<file path="src/rtl/std_skid_buf_pkg.sv">
// std_skid_buf_pkg: occupancy state encoding for the two-entry skid slice.
package std_skid_buf_pkg;
  typedef enum logic [1:0] {EMPTY = 2'd0, BUSY = 2'd1, FULL = 2'd2} state_t;
endpackage

</file>
<file path="src/rtl/std_dff.sv">
// std_dff: unconditional, unreset payload flop; any hold/load muxing lives in the caller.
module std_dff #(
  parameter int WIDTH = 8
) (
  input  logic             clk,
  input  logic [WIDTH-1:0] d,
  output logic [WIDTH-1:0] q
);
  always_ff @(posedge clk) q <= d;
endmodule

</file>
<file path="src/rtl/std_skid_buf.sv">
// std_skid_buf: registered valid/ready slice with main + skid entries, strict FIFO order.
// Optional synchronous discard of held beats via STD_SKID_BUF_FLUSH_EN.
module std_skid_buf
  import std_skid_buf_pkg::*;
#(
  parameter int WIDTH = 8
) (
  input  logic             clk,
  input  logic             rstn,
`ifdef STD_SKID_BUF_FLUSH_EN
  input  logic             flush,
`endif
  input  logic             s_valid,
  output logic             s_ready,
  input  logic [WIDTH-1:0] s_data,
  output logic             m_valid,
  input  logic             m_ready,
  output logic [WIDTH-1:0] m_data
);
  state_t state, state_n;
  logic push, pop, clr;
  logic [WIDTH-1:0] main_d, main_q, skid_d, skid_q;
`ifdef STD_SKID_BUF_FLUSH_EN
  assign clr = flush;
`else
  assign clr = 1'b0;
`endif
  assign push   = s_valid & s_ready;
  assign pop    = m_valid & m_ready;
  assign m_data = main_q;
  always_comb begin
    state_n = state;
    main_d  = main_q;
    skid_d  = skid_q;
    case (state)
      EMPTY: if (push) begin
        state_n = BUSY;
        main_d  = s_data;
      end
      BUSY: if (push && !pop) begin
        state_n = FULL;
        skid_d  = s_data;
      end else if (push) begin
        main_d  = s_data;
      end else if (pop) begin
        state_n = EMPTY;
      end
      FULL: if (pop) begin
        state_n = BUSY;
        main_d  = skid_q;
      end
      default: state_n = EMPTY;
    endcase
    if (clr) state_n = EMPTY;
  end
  // handshake outputs are flopped from the next state so neither path is combinational
  always_ff @(posedge clk or negedge rstn) begin
    if (!rstn) begin
      state   <= EMPTY;
      s_ready <= 1'b1;
      m_valid <= 1'b0;
    end else begin
      state   <= state_n;
      s_ready <= state_n != FULL;
      m_valid <= state_n != EMPTY;
    end
  end
  std_dff #(.WIDTH(WIDTH)) u_main (.clk(clk), .d(main_d), .q(main_q));
  std_dff #(.WIDTH(WIDTH)) u_skid (.clk(clk), .d(skid_d), .q(skid_q));
endmodule
</file>
<file path="config.mk">
export PLATFORM = sky130hd
export DESIGN_NAME = std_skid_buf
export DESIGN_NICKNAME = d
export VERILOG_FILES = /design/src/rtl/std_skid_buf_pkg.sv /design/src/rtl/std_dff.sv /design/src/rtl/std_skid_buf.sv
export SDC_FILE = /design/constraint.sdc
export NUM_CORES = 1
export LEC_CHECK = 0
export BUFFER_PORTS_ARGS = -buffer_cell sky130_fd_sc_hd__buf_4
export CAP_MARGIN = 20
export CELL_PAD_IN_SITES_DETAIL_PLACEMENT = 1
export CELL_PAD_IN_SITES_GLOBAL_PLACEMENT = 1
export CORE_ASPECT_RATIO = 1.2
export CORE_UTILIZATION = 38
export DETAILED_ROUTE_END_ITERATION = 10
export GPL_ROUTABILITY_DRIVEN = 0
export PLACE_DENSITY_LB_ADDON = 0.2
export SLEW_MARGIN = 20
export SYNTH_ARGS = -nofsm -noshare
export SYNTH_HDL_FRONTEND = slang
export SYNTH_SLANG_ARGS = --single-unit
</file>
<file path="constraint.sdc">
create_clock -name clk -period 2.2 [get_ports clk]
set_clock_uncertainty 0.15 [all_clocks]
set_input_delay 0.22 -clock clk [delete_from_list [all_inputs] [get_ports clk]]
set_output_delay 0.22 -clock clk [all_outputs]
set_load 0.05 [all_outputs]
</file>
---- Yosys cells after proc, flatten, opt, wreduce, memory -nomap -nowiden ----
Cells that the tools add are included.
word-level totals
  bits in registers ....................... 20
  latch bits .............................. 0
  RAM bits ................................ 0
  ROM bits ................................ 0
  input port bits ......................... 12
  output and inout bits ................... 10
  logic and storage cells ................. 29
  memories kept ........................... 0
cells by class
  add/sub/neg operators ................... 0
  multipliers ............................. 0
  divide/modulo/power cells ............... 0
  magnitude comparators ................... 0
  equal/unequal tests ..................... 5
  shift operators ......................... 0
  muxes and demuxes ....................... 10
  bitwise logic cells ..................... 2
  reductions and logical operators ........ 7
operator list
  operator              count
  $mux W8               3
  $pmux W8 S3           1
  $mux W2               5
  $ne A2 B2 Y1 const B  3
  $pmux W2 S3           1
  $reduce_and A3 Y1     1
  $reduce_bool A3 Y1    1
  $and A1 B1 Y1         2
  $eq A2 B1 Y1 const B  1
  $eq A2 B2 Y1 const B  1
  $logic_not A2 Y1      1
  $reduce_and A2 Y1     1
  $reduce_bool A2 Y1    1
  $logic_and A1 B1 Y1   1
  $logic_not A1 Y1      1

---- Longest topological paths before layout ----
Gate-level depths: netlist of run 1.
  depth after elaboration ................. 6
  gate-level depth with buffers ........... 4
  gate-level depth less buffers ........... 3

---- Hierarchy ----
A second synthesis of run 1 with hierarchy kept.
unflattened totals
  cell total of the unflattened synthesis .. 85
  area total of the unflattened synthesis .. 849.6 µm²
by module, submodules not included
  module        instances  cells each  area an instance (µm²)
  std_skid_buf  1          69          529.3
  std_dff       2          8           160.2

---- Worst setup path before layout of run 1 ----
Ideal clock, no wire load.
  path type ............................... register -> register
  from .................................... reg m_valid
  to ...................................... reg u_skid.q[0], enable pin
  library setup time ...................... 0.383 ns
  arrival ................................. 1.483 ns
  setup slack ............................. 0.184 ns
  stages on the path, launching flop included .. 4
  clock period less this slack ............ 2.016 ns
  path through ............................ dfrtp_1 > nand2_1 > nand2_1 > nor3_1
on the way
  word-level cells in the longest chain between the ends .. 4
RTL lines
  element                      line                source
  start: declaration           std_skid_buf.sv:16  output logic m_valid,
  start signal: assignment     std_skid_buf.sv:61  m_valid <= 1'b0;
  start signal: assignment     std_skid_buf.sv:65  m_valid <= state_n != EMPTY;
  $and A1 B1 Y1                std_skid_buf.sv:29  assign pop = m_valid & m_ready;
  $logic_not A1 Y1             std_skid_buf.sv:40  BUSY: if (push && !pop) begin
  $logic_and A1 B1 Y1          std_skid_buf.sv:40
  $reduce_and A2 Y1 (no line)  n/a
  end signal: assignment       std_dff.sv:9        always_ff @(posedge clk) q <= d;
  end: declaration             std_dff.sv:7        output logic [WIDTH-1:0] q
No other way between the ends.
A chain may end at the register's enable or synchronous reset.

---- Worst setup path in the final report of run 1 ----
  from .................................... reg state[1]
  to ...................................... reg u_main.q[3], enable pin
on the way
  word-level cells in the longest chain between the ends .. 3
RTL lines
  element                                                       line                source
  start: declaration                                            std_skid_buf.sv:20  state_t state, state_n;
  start signal: assignment                                      std_skid_buf.sv:63  state <= state_n;
  $eq A2 B1 Y1, or another cell as far along                    std_skid_buf.sv:35  case (state)
  $ne A2 B2 Y1 (no line) or $reduce_bool A3 Y1 (tied branches)  n/a
  $reduce_and A3 Y1 (no line) (*)                               n/a
  end signal: assignment                                        std_dff.sv:9
  end: declaration                                              std_dff.sv:7
Mark *: on every way between the ends. The rest lies on a longest branch, timed or not.

==> flow_metrics.tcl, run 1 <==
set metrics [dict create \
    status "complete, but fails checks" \
    violations "design-rule violations" \
    synth_cells 63 \
    arrival_ns 1.59 \
    clkTransAtPathRegs_ns 0.11 \
    synth_top_area_cell "edfxtp_1" \
    grt_pass1_wl_um 2532 \
    drive_gt1_frac 0.2887 \
    seq_area_frac_synth 0.7346 \
    final_cell_count_no_fill 116 \
    period_needed_ns 1.777 \
    synth_top_cell_area_share 0.6066 \
    clockBufferDepth 2 \
    n_antenna_cell 0 \
    synth_area_um2 792.0 \
    grt_setup_unrepaired "false" \
    tightest_slew_ns 0.3794 \
    power.density_nw_per_um2 1323 \
    hold_buffers 9 \
    post-cts-setup-buffers 0 \
    regArea_um2 581.8 \
    cts_tree "done" \
    die_w_um 43.68 \
    syn2layout_area_growth_pct 37.44 \
    numPortBuffers 21 \
    finalWorstSetupSlack_ns 0.4232 \
    hold_class "input pin to async pin" \
    fin_nets 110 \
    drtIter0Drc 10 \
    antenna_found_initial 0 \
    core_um2 1893 \
    clock-sinks 20 \
    rows 17 \
    synth.top_cells.by_area "edfxtp_1 61%, nand2_1 13%, dfrtp_1 9.5%, dfstp_2 3.3%, nor2b_4 1.7%" \
    slew_violations 0 \
    grt_util_met2 0.2711 \
    path_max_fanout 11 \
    grtUsageMet3 0.03125 \
    grt_pass1_vias 572 \
    grt_max_degree 12 \
    final-setup-viol-count 0 \
    period_share 0.8077 \
    synthesis.nets 75 \
    vias 577 \
    h-tree-depth 1 \
    hold_violations 0 \
    cellLeakagePower_uw 0.0004646 \
    die_y_um 52.01 \
    yosysUniqueCellTypes 18 \
    die_area_um2 2272 \
    yosysWarningCount 0 \
    cp.required_ns 2.02 \
    critPathCaptureType "flop" \
    cts_buffers 3 \
    drtAntennaViolNets 0 \
    multi_input_area_um2 193.9 \
    wl_um 1586 \
    ioPinCount 22 \
    overflow 0 \
    slew_headroom 0.7471 \
    fin_tns_setup_ns 0 \
    root_buffer "clkbuf_4" \
    fmax_mhz 562.8 \
    placed_area_um2 972.2 \
    remaining_drc_errors 1 \
    grt_usage 0.1584 \
    startpoint_type "flop" \
    fin_area_um2 1089 \
    post_synth.cell_area_avg_um2 12.57 \
    synth-seq-cells 20 \
    grtUsageMet1 0.1932 \
    pre_cts_slack_ns 0.4427 \
    clk-insertion-delay-late_ns 0.29 \
    ir_drop_mv 0.7106 \
    n_fill_cell 211 \
    initial_utilization 0.4184 \
    drt_first_pass_iters 7 \
    cap_violations 0 \
    wire_per_inst_um 13.67 \
    worstSetupPathType "flop to flop" \
    dp_cells 103 \
    avgViaCountPerCell 4.974 \
    dpl.hpwl_um 1079 \
    cts.repair.resized 0 \
    grt.busiest_layer "met2" \
]
stage by stage:
stage | util | hold WS (ns) | power (µW)
2_1_floorplan | - | -0.2256 | 1075
3_3_place_gp | 0.5135 | -0.1337 | 1258
3_5_place_dp | 0.5135 | -0.1333 | 1267
4_1_cts | 0.5750 | 0.07703 | 1452
5_1_grt | 0.5750 | 0.07010 | 1512
6_report | 0.5750 | 0.08380 | 1441
sequential cells by signal, indices dropped and copies added (netlist names):
name	count
state	2
u_main.q	8
u_skid.q	8
m_valid	1
s_ready	1
path summary, 6_finish.rpt:
check | to | start | slack [ns] | cells past startpoint
max in group asynchronous | s_ready$_DFF_PN1_ | rstn | 1.62 | 2
max | u_main.q[3]$_DFFE_PP_ | state[1]$_DFF_PN0_ | 0.42 | 3
min in group clk | state[0]$_DFF_PN0_ | m_ready | 0.10 | 3
min reg2reg | u_main.q[2]$_DFFE_PP_ | u_skid.q[2]$_DFFE_PP_ | 0.37 | 2
max reg2reg | u_main.q[3]$_DFFE_PP_ | state[1]$_DFF_PN0_ | 0.42 | 3
min | state[0]$_DFF_PN0_ | rstn | 0.08 | 2
layer usage:
metal	wire [µm]	share of wire
met1	705	0.44
met2	778	0.49
met3	84	0.053
met4	17	0.011
met5	0	0
cell usage after synthesis (all sizes together):
library cell	instances
a21oi	1
o21a	1
nor2	1
dfstp	1
nand2b	1
dfrtp	3
buf	2
nor2b	1
edfxtp	16
a32oi	1
and2	1
o311ai	1
o21ai	2
or3	1
nand2	28
nor3	1
nor3b	1
cell usage in the layout (no fill, tap or decap), drive strengths merged:
master | Yosys | final
a21oi | 1 | 1
dfrtp | 3 | 3
edfxtp | 16 | 16
dlygate4sd3 | 0 | 9
buf | 2 | 23
nand2 | 28 | 28
and2 | 1 | 1
o311ai | 1 | 1
or3 | 1 | 1
nand2b | 1 | 1
nor3b | 1 | 1
clkinv | 0 | 1
o21ai | 2 | 2
o21a | 1 | 1
nor3 | 1 | 1
nor2 | 1 | 1
dfstp | 1 | 1
nor2b | 1 | 1
clkbuf | 0 | 3
a32oi | 1 | 1
cells by family (layout without fill, tap and decap cells):
group / after synthesis / count (layout) / share of synthesized area
flops: 20 / 20 / 0.7346
compound gates: 6 / 6 / 0.05055
buf+inv: 2 / 36 / 0.02053
simple gates: 35 / 35 / 0.1943
layout make-up:
class | instances | share of cell area
sequential | 20 | 0.5345
timing repair buffer | 32 | 0.2414
multi-input combinational | 41 | 0.1782
tap | 19 | 0.02184
clock buffer | 3 | 0.02069
clock inverter | 1 | 0.003448
critical path: stages, from the launching register on:
cell	delay, ns
dfrtp_1	0.49
nor2b_4	0.34
a32oi_1	0.17
nand2_1	0.30
where the power goes:
| group | internal [µW] | switching, µW | leakage, µW |
|---|---|---|---|
| sequential | 566 | 65.5 | 0.000197 |
| clock | 66.0 | 104 | 0.0000154 |
| combinational | 194 | 446 | 0.000253 |
No activity file was read; power rests on OpenSTA's default activity.
==> run 2, diff against run 1 <==
Clock period 2.2 ns to 1.76 ns, I/O delays scaled along.
==> flow_metrics.tcl, run 2 (synthesis results as in run 1) <==
set metrics [dict create \
    power.density_nw_per_um2 1748 \
    drive_gt1_frac 0.3402 \
    grt_max_degree 13 \
    wire_per_inst_um 13.47 \
    overflow 0 \
    fmax_mhz 614.5 \
    vias 575 \
    path_max_fanout 11 \
    finalWorstSetupSlack_ns 0.1327 \
    cts_tree "done" \
    cap_violations 0 \
    fin_tns_setup_ns 0 \
    period_share 0.9246 \
    slew_violations 0 \
    cp_num_buf_inv 0 \
    status "finished clean" \
    cts.repair.resized 0 \
    initial_utilization 0.4184 \
    root_buffer "clkbuf_4" \
    pwr-share-clk 0.188 \
    tightest_slew_ns 0.3545 \
    p_seq_frac 0.401 \
    pre_cts_slack_ns 0.1414 \
    cellLeakagePower_uw 0.0004772 \
    hold_violations 0 \
    final-setup-viol-count 0 \
    grt_usage 0.1704 \
    layout_common_cells "26 x nand2_1, 23 x buf_4, 16 x edfxtp_1, 9 x dlygate4sd3_1, 3 x clkbuf_4" \
    h-tree-depth 1 \
    hold_class "input pin to async pin" \
    r2r_setup_slack_ns 0.13 \
    total_power_uw 1969 \
    core_um2 1893 \
    n_fill_cell 211 \
    grt_pass1_vias 580 \
    critPathCaptureType "flop" \
    avgViaCountPerCell 4.957 \
    die_w_um 43.68 \
    clkTransAtPathRegs_ns 0.12 \
    die_area_um2 2272 \
    reg2reg_to "u_main.q[3]$_DFFE_PP_" \
    swShare 0.3979 \
    drt_first_pass_iters 4 \
    arrival_ns 1.48 \
    startpoint_type "flop" \
    crit_slowest_cell "dfrtp_1" \
    p_int_uw 1185 \
    grt_setup_unrepaired "false" \
    worstSetupPathType "flop to flop" \
    clockBufferDepth 2 \
    largestRegisters "u_main.q: 8 flops, u_skid.q: 8 flops, state: 2 flops" \
    dpl.hpwl_um 1128 \
    syn2layout_area_growth_pct 42.18 \
    period_needed_ns 1.627 \
    cp_top_family "simple AND/OR/NAND/NOR gates" \
    clk-insertion-delay-late_ns 0.30 \
    layout.cells.most_common "nand2_1" \
    drtIter0Drc 13 \
    whs_ns 0.03126 \
    numPortBuffers 21 \
    fin_nets 110 \
    wl_um 1563 \
    slowest_delay_ns 0.48 \
    remaining_drc_errors 0 \
    rows 17 \
    ir_drop_mv 1.009 \
    r2r-start "state[1]$_DFF_PN0_" \
    crit_chain "nor2b_4, a32oi_1, nand2_2" \
    cp.required_ns 1.61 \
    cts_buffers 3 \
    drtAntennaViolNets 0 \
    dp_cells 103 \
    power_frac_comb 0.411 \
    antenna_found_initial 0 \
    grt_pass1_wl_um 2635 \
    clock-sinks 20 \
    n_antenna_cell 0 \
    final_cell_count_no_fill 116 \
    slew_headroom 0.7637 \
    rr_worst_depth 3 \
    ioPinCount 22 \
    power.switching_uw 783.4 \
    die_y_um 52.01 \
]
run 2: changes by cell type in the layout (fill, tap and decap cells not counted), sizes merged:
cell,delta
clkinv,-1
bufinv,+1
run 2: power groups by stage:
| stage | sequential [µW] | clock, µW | combinational, µW |
|---|---|---|---|
| final | 789 | 370 | 810 |
| after global routing | 808 | 390 | 861 |
| after CTS | 789 | 377 | 820 |
| after detailed placement | 799 | 0 | 802 |
| after global placement | 796 | 0 | 790 |
| after floorplan | 1140 | 0 | 213 |
run 2: final cells by class:
type,instances,area [µm²],share of cell area
tap,19,23.77,0.02111
multi-input combinational,41,203.9,0.1811
sequential,20,583.1,0.5178
clock inverter,1,30.03,0.02667
clock buffer,3,22.52,0.02000
timing repair buffer,32,262.8,0.2333
run 2: how the worst max path moves through the flow:
stage                                   from                    end  slack (ns)  depth (start not counted)
final                     state[1]$_DFF_PN0_  u_main.q[3]$_DFFE_PP_        0.13                          3
after global routing      state[1]$_DFF_PN0_  u_main.q[3]$_DFFE_PP_        0.04                          3
after CTS                 state[1]$_DFF_PN0_  u_main.q[3]$_DFFE_PP_        0.13                          3
after detailed placement  state[1]$_DFF_PN0_  u_main.q[4]$_DFFE_PP_        0.14                          3
after global placement    state[1]$_DFF_PN0_  u_main.q[4]$_DFFE_PP_        0.17                          3
after floorplan            s_ready$_DFF_PN1_  u_main.q[0]$_DFFE_PP_        0.02                          3
run 2: worst reg2reg max path, cell delays in order (launching register included):
cell     delay, ns
dfrtp_1       0.48
nor2b_4       0.33
a32oi_1       0.18
nand2_2       0.20
run 2: timing repair:
| action | 4_1_cts | 5_1_grt |
|---|---|---|
| hold buffers | 9 | 0 |
| setup buffers | 0 | 0 |
| hold endpoints to repair | 16 | 0 |
| endpoints found under the setup margin | 0 | 0 |
run 2: layer usage:
layer	global-route usage	share of wire	vias up
met1	0.2164	0.48	271
met2	0.2562	0.47	15
met4	0.1042	0.017	0
met5	0	0	-
met3	0.04514	0.039	4
li1	-	-	285
run 2: metrics by stage:
step	instance area (µm²)	utilization
6_report	1126	0.5948
5_1_grt	1126	0.5948
4_1_cts	1126	0.5948
3_5_place_dp	983.4	0.5195
3_3_place_gp	983.4	0.5195
2_1_floorplan	803.3	-
